[src/rtl/comp_pkg.sv]
// Shared types for the serial magnitude comparator: FSM states and the one-hot result triple.
package comp_pkg;

  typedef enum logic [1:0] {
    IDLE = 2'd0,
    RUN  = 2'd1,
    DONE = 2'd2
  } state_e;

  typedef struct packed {
    logic lt;
    logic eq;
    logic gt;
  } cmp_res_t;

  localparam cmp_res_t RES_NONE = '{lt: 1'b0, eq: 1'b0, gt: 1'b0};
  localparam cmp_res_t RES_EQ   = '{lt: 1'b0, eq: 1'b1, gt: 1'b0};

endpackage

[src/rtl/comp_slice2.sv]
// Combinational 2-bit magnitude compare of one digit pair.
module comp_slice2 (
  input  logic [1:0] x_i,
  input  logic [1:0] y_i,
  output logic       lt_o,
  output logic       eq_o,
  output logic       gt_o
);

  assign lt_o = (x_i < y_i);
  assign eq_o = (x_i == y_i);
  assign gt_o = (x_i > y_i);

endmodule

[src/rtl/comp_serial.sv]
// Sequential W-bit magnitude comparator scanning one 2-bit digit pair per cycle, MSB first.
module comp_serial
  import comp_pkg::*;
#(
  parameter int unsigned W = 8
) (
  input  logic         clk,
  input  logic         rst,
  input  logic         start,
  input  logic [W-1:0] a,
  input  logic [W-1:0] b,
  output logic         busy,
  output logic         done,
  output logic         f1,
  output logic         f2,
  output logic         f3
);

  localparam int unsigned CW = $clog2(W / 2 + 1);

  if ((W < 2) || ((W % 2) != 0)) begin : g_bad_width
    $error("comp_serial: W must be even and at least 2");
  end

  state_e        state_q, state_d;
  logic [W-1:0]  sa_q, sa_d, sb_q, sb_d;
  logic [CW-1:0] cnt_q, cnt_d;
  logic          dec_q, dec_d;
  cmp_res_t      dres_q, dres_d;
  cmp_res_t      f_q, f_d;
  logic          busy_q, busy_d;
  logic          done_q, done_d;

  logic          s_lt, s_eq, s_gt;
  cmp_res_t      s_res;
  logic          dec_now;
  cmp_res_t      dres_now;

  comp_slice2 u_slice (
    .x_i  (sa_q[W-1 -: 2]),
    .y_i  (sb_q[W-1 -: 2]),
    .lt_o (s_lt),
    .eq_o (s_eq),
    .gt_o (s_gt)
  );

  assign s_res = '{lt: s_lt, eq: s_eq, gt: s_gt};

  always_ff @(posedge clk or posedge rst) begin
    if (rst) begin
      state_q <= IDLE;
      sa_q    <= '0;
      sb_q    <= '0;
      cnt_q   <= '0;
      dec_q   <= 1'b0;
      dres_q  <= RES_NONE;
      f_q     <= RES_NONE;
      busy_q  <= 1'b0;
      done_q  <= 1'b0;
    end else begin
      state_q <= state_d;
      sa_q    <= sa_d;
      sb_q    <= sb_d;
      cnt_q   <= cnt_d;
      dec_q   <= dec_d;
      dres_q  <= dres_d;
      f_q     <= f_d;
      busy_q  <= busy_d;
      done_q  <= done_d;
    end
  end

  // Next-state logic; the first unequal digit decides, later digits are still scanned.
  always_comb begin
    state_d  = state_q;
    sa_d     = sa_q;
    sb_d     = sb_q;
    cnt_d    = cnt_q;
    dec_d    = dec_q;
    dres_d   = dres_q;
    f_d      = f_q;
    busy_d   = busy_q;
    done_d   = 1'b0;
    dec_now  = dec_q | ~s_eq;
    dres_now = dec_q ? dres_q : s_res;

    case (state_q)
      RUN: begin
        busy_d = 1'b1;
        dec_d  = dec_now;
        dres_d = dres_now;
        sa_d   = sa_q << 2;
        sb_d   = sb_q << 2;
        cnt_d  = cnt_q - CW'(1);
        if (cnt_q == CW'(1)) begin
          state_d = DONE;
          busy_d  = 1'b0;
          done_d  = 1'b1;
          f_d     = dec_now ? dres_now : RES_EQ;
        end
      end
      default: begin
        if (start) begin
          state_d = RUN;
          sa_d    = a;
          sb_d    = b;
          cnt_d   = CW'(W / 2);
          dec_d   = 1'b0;
          dres_d  = RES_NONE;
          f_d     = RES_NONE;
          busy_d  = 1'b1;
        end else begin
          state_d = IDLE;
        end
      end
    endcase
  end

  assign busy = busy_q;
  assign done = done_q;
  assign f1   = f_q.lt;
  assign f2   = f_q.eq;
  assign f3   = f_q.gt;

endmodule

[config.mk]
export PLATFORM = sky130hd
export DESIGN_NAME = comp_serial
export DESIGN_NICKNAME = d
export VERILOG_FILES = /design/src/rtl/comp_pkg.sv /design/src/rtl/comp_slice2.sv /design/src/rtl/comp_serial.sv
export SDC_FILE = /design/constraint.sdc
export NUM_CORES = 1
export LEC_CHECK = 0
export CORE_MARGIN = 2
export CORE_UTILIZATION = 44
export CTS_BUF_LIST = sky130_fd_sc_hd__clkbuf_2
export CTS_CLUSTER_DIAMETER = 60
export DETAILED_ROUTE_END_ITERATION = 8
export HOLD_SLACK_MARGIN = 0.03
export PLACE_DENSITY_LB_ADDON = 0.25
export RECOVER_POWER = 50
export SYNTH_ARGS = -nofsm -noshare
export SYNTH_HDL_FRONTEND = slang
export SYNTH_SLANG_ARGS = --single-unit
[constraint.sdc]
create_clock -name clk -period 3.9 [get_ports clk]
set_clock_uncertainty 0.2 [all_clocks]
set_input_delay 0.975 -clock clk [delete_from_list [all_inputs] [get_ports clk]]
set_output_delay 0.975 -clock clk [all_outputs]
set_load 0.02 [all_outputs]
==> metrics <==
top fanout value on the critical path 30; xor/xnor cell area share of the yosys netlist 0%; fraction of power consumed by sequential logic 45.7%; flip-flop and latch count after synthesis 30; data required time at the worst endpoint 3.89 ns; width of the chip 60.6 um; sink of the worst hold path cnt_q[2]; Routed wire per std cell 12.7 um; router iterations before antenna repair 4; maximum clock insertion buffer count 2; internal power contribution 680 uW; gate count of the mapped netlist 132; Hold Crit Start cnt_q[2]; most common flop cell mapped by yosys dfrtp_1; count of standard-cell rows 20; share of cell area taken by muxes after synthesis 12.2%; area of all sequential standard cells 751 sq um; Post-CTS Setup Bufs 0; Ports 24; DP Wirelength 1.82 mm; final layout net count 179; # setup viols final 0; CTS tree done; vertical extent of the die 60.6 um; upper clock frequency limit 369 MHz; number of antenna violations at the first check in global routing 0; final-report hold violation count 0; share of synthesized cell area in full adder, half adder and majority cells 3.55%; total number of yosys warnings 0; maximum level of the CTS H-tree 2; post-synthesis instance area 0.00141 sq mm; vias after detailed routing 1011; share of power burned in combinational logic 42.6%; register-to-register setup slack 2.28 ns; Final Power 1.11 mW; classification of the worst setup path in -> async; failing checks capacitance limit, slew limit; final antenna diode count 0; result of the run complete, but fails checks; r2r startpoint cnt_q[1]; crit path DAT 2.70 ns; sequential share of the synthesized area 53.3%; final critical delay including setup and external delays 2.71 ns; nature of the critical path endpoint asynchronous set/reset pin; area taken by multi-input logic gates 578 sq um; final-layout fill cell count 285; final slew viol count 31; combined global-route utilization of all metal layers 16.0%; Simple-Gate Fraction of Synth Area 12.4%; worst reg2reg path endpoint f1; vias in the first global route 986; post-layout instance area 0.00169 sq mm; GRT overflow 0; clock root buffer clkbuf_2; Netlist cell types 32; Resized cells post-CTS 0; # clock sinks 30; Die Footprint 0.00367 sq mm; fraction of layout instances using a drive strength above 1 8.39%; total core area 0.00305 sq mm; final critical-path share of the clock period 69.5%; total length of routed wires 2.52 mm; Clk network pwr share 11.6%; count of flip-flops with a built-in enable after synthesis 0; initial core utilization 46.1%; drt first-iter violations 34; insertion delay of the later-clocked pin in the worst-skew pair 0.34 ns; DP Cell Count 193; largest net degree at the start of global routing 34; number of remaining DRC errors 0; fin cells 199; Compound-Gate Fraction of Synth Area 12.7%; net load switching power 428 uW; Synth async-reset ratio 100%; Lkg Pwr 0.789 nW; area growth from synthesis to final layout 19.8%; startpoint types input pin; worst-case headroom to the max-slew limit -4.60%; post-route ant nets 0; first-pass GRT wire length 4.23 mm; hold crit path type reg -> reg; Power Dens Cells 656 mW/mm^2; count of cells along the worst register-to-register path 5; Clock Pin Slew Worst Setup and Hold Paths 0.13 ns; post-route setup TNS 0 ns; cell depth of the worst min-delay path 1; average footprint of a synthesized cell 10.7 sq um; main combinational cell family by area after synthesis compound AO/OA/AOI/OAI gates; Syn Nets 155; Slew @ Worst Pin 1.57 ns; TritonCTS Buffers 5; worst supply voltage drop on vdd 0.269 mV; routability congestion estimate from global placement 0.758; mean number of vias per cell 5.08; buffers added on ports 23; Post-Place Cell Area 0.00166 sq mm; Sw Share 38.6%; max-cap violation count 1; CTS Hold Bufs 0; unrepaired setup endpoints after global routing no
-- cells by family after synthesis --
family                   Yosys count
buffers and inverters             16
multiplexers                      17
AO/OA/AOI/OAI                     29
flip-flops                        30
AND/OR/NAND/NOR                   36
adder cells (fa/ha/maj)            4
-- power by group through the flow --
stage / clock, mW / sequential (mW) / combinational [mW]
after floorplan: 0 / 0.512 / 0.353
after global placement: 0 / 0.506 / 0.460
after detailed placement: 0 / 0.513 / 0.475
after CTS: 0.133 / 0.507 / 0.478
after global routing: 0.152 / 0.522 / 0.534
final: 0.129 / 0.507 / 0.473
-- Yosys cell counts, types with 2 or more instances --
cell type  instances  area [sq um]
dfrtp_1           30           751
nand2_1           17          63.8
mux2i_1           16           160
o21ai_1           12          60.1
nor2_1             8          30.0
buf_2              6          30.0
inv_1              6          22.5
ha_1               4          50.1
o21ai_0            4          20.0
a21oi_1            2          10.0
a22o_1             2          17.5
buf_4              2          15.0
nand3_1            2          10.0
nor2b_1            2          12.5
o31ai_1            2          15.0
-- placed cells by master (no fill, tap or decap), drive strengths merged --
master          n
dfrtp          30
clkdlybuf4s50  22
nand2          17
mux2i          16
o21ai          16
nor2            8
inv             7
clkbuf          6
ha              4
a21oi           3
nand3           2
a22o            2
o31ai           2
buf             2
nor2b           2
and4bb          2
a21boi          2
nand2b          1
nor3            1
and2            1
a2bb2oi         1
nand3b          1
a32o            1
a31oi           1
mux2            1
nor4            1
a21o            1
clkinv          1
dlygate4sd3     1
-- how the worst max path moves through the flow --
| stage | slack, ns | to | startpoint |
|---|---|---|---|
| after global routing | 0.85 | busy | rst |
| final | 1.19 | sa_q[5] | rst |
| after global placement | 1.07 | sb_q[6] | start |
| after detailed placement | 1.04 | sb_q[4] | start |
| after floorplan | 2.09 | busy | rst |
| after CTS | 1.37 | busy | busy |
-- sequential cells by signal, indices dropped and copies added, names as in the netlist --
register,flops
busy,1
cnt_q,3
dec_q,1
done,1
dres_q,3
f1,1
f2,1
f3,1
sa_q,8
sb_q,8
state_q,2
-- metal layers --
layer,global-route usage (%),part of all wire [%]
met1,18.9,44
met2,26.1,50
met3,4.69,4.4
met4,9.32,2.1
met5,0,0
-- through the flow --
step / util (%) / setup WS (ns) / hold WS, ns
after floorplan: - / 2.09 / 0.250
after detailed placement: 54.5 / 1.04 / 0.278
after CTS: 55.4 / 1.37 / 0.304
final: 55.3 / 1.19 / 0.303
after global placement: 54.5 / 1.07 / 0.263
after global routing: 55.3 / 0.851 / 0.326
-- cell type report --
cell class / count / share of cell area (%)
Clock buffer: 5 / 1.48
Clock inverter: 1 / 0.222
Inverter: 7 / 1.56
Multi-Input combinational cell: 86 / 34.2
Sequential cell: 30 / 44.5
Tap cell: 44 / 3.26
Timing Repair Buffer: 26 / 14.8
-- worst max-delay path, stage by stage --
cell	delay [ns]
dlygate4sd3_1	0.53
inv_1	0.05
clkbuf_1	1.13
No activity file was read; power rests on OpenSTA's default activity.
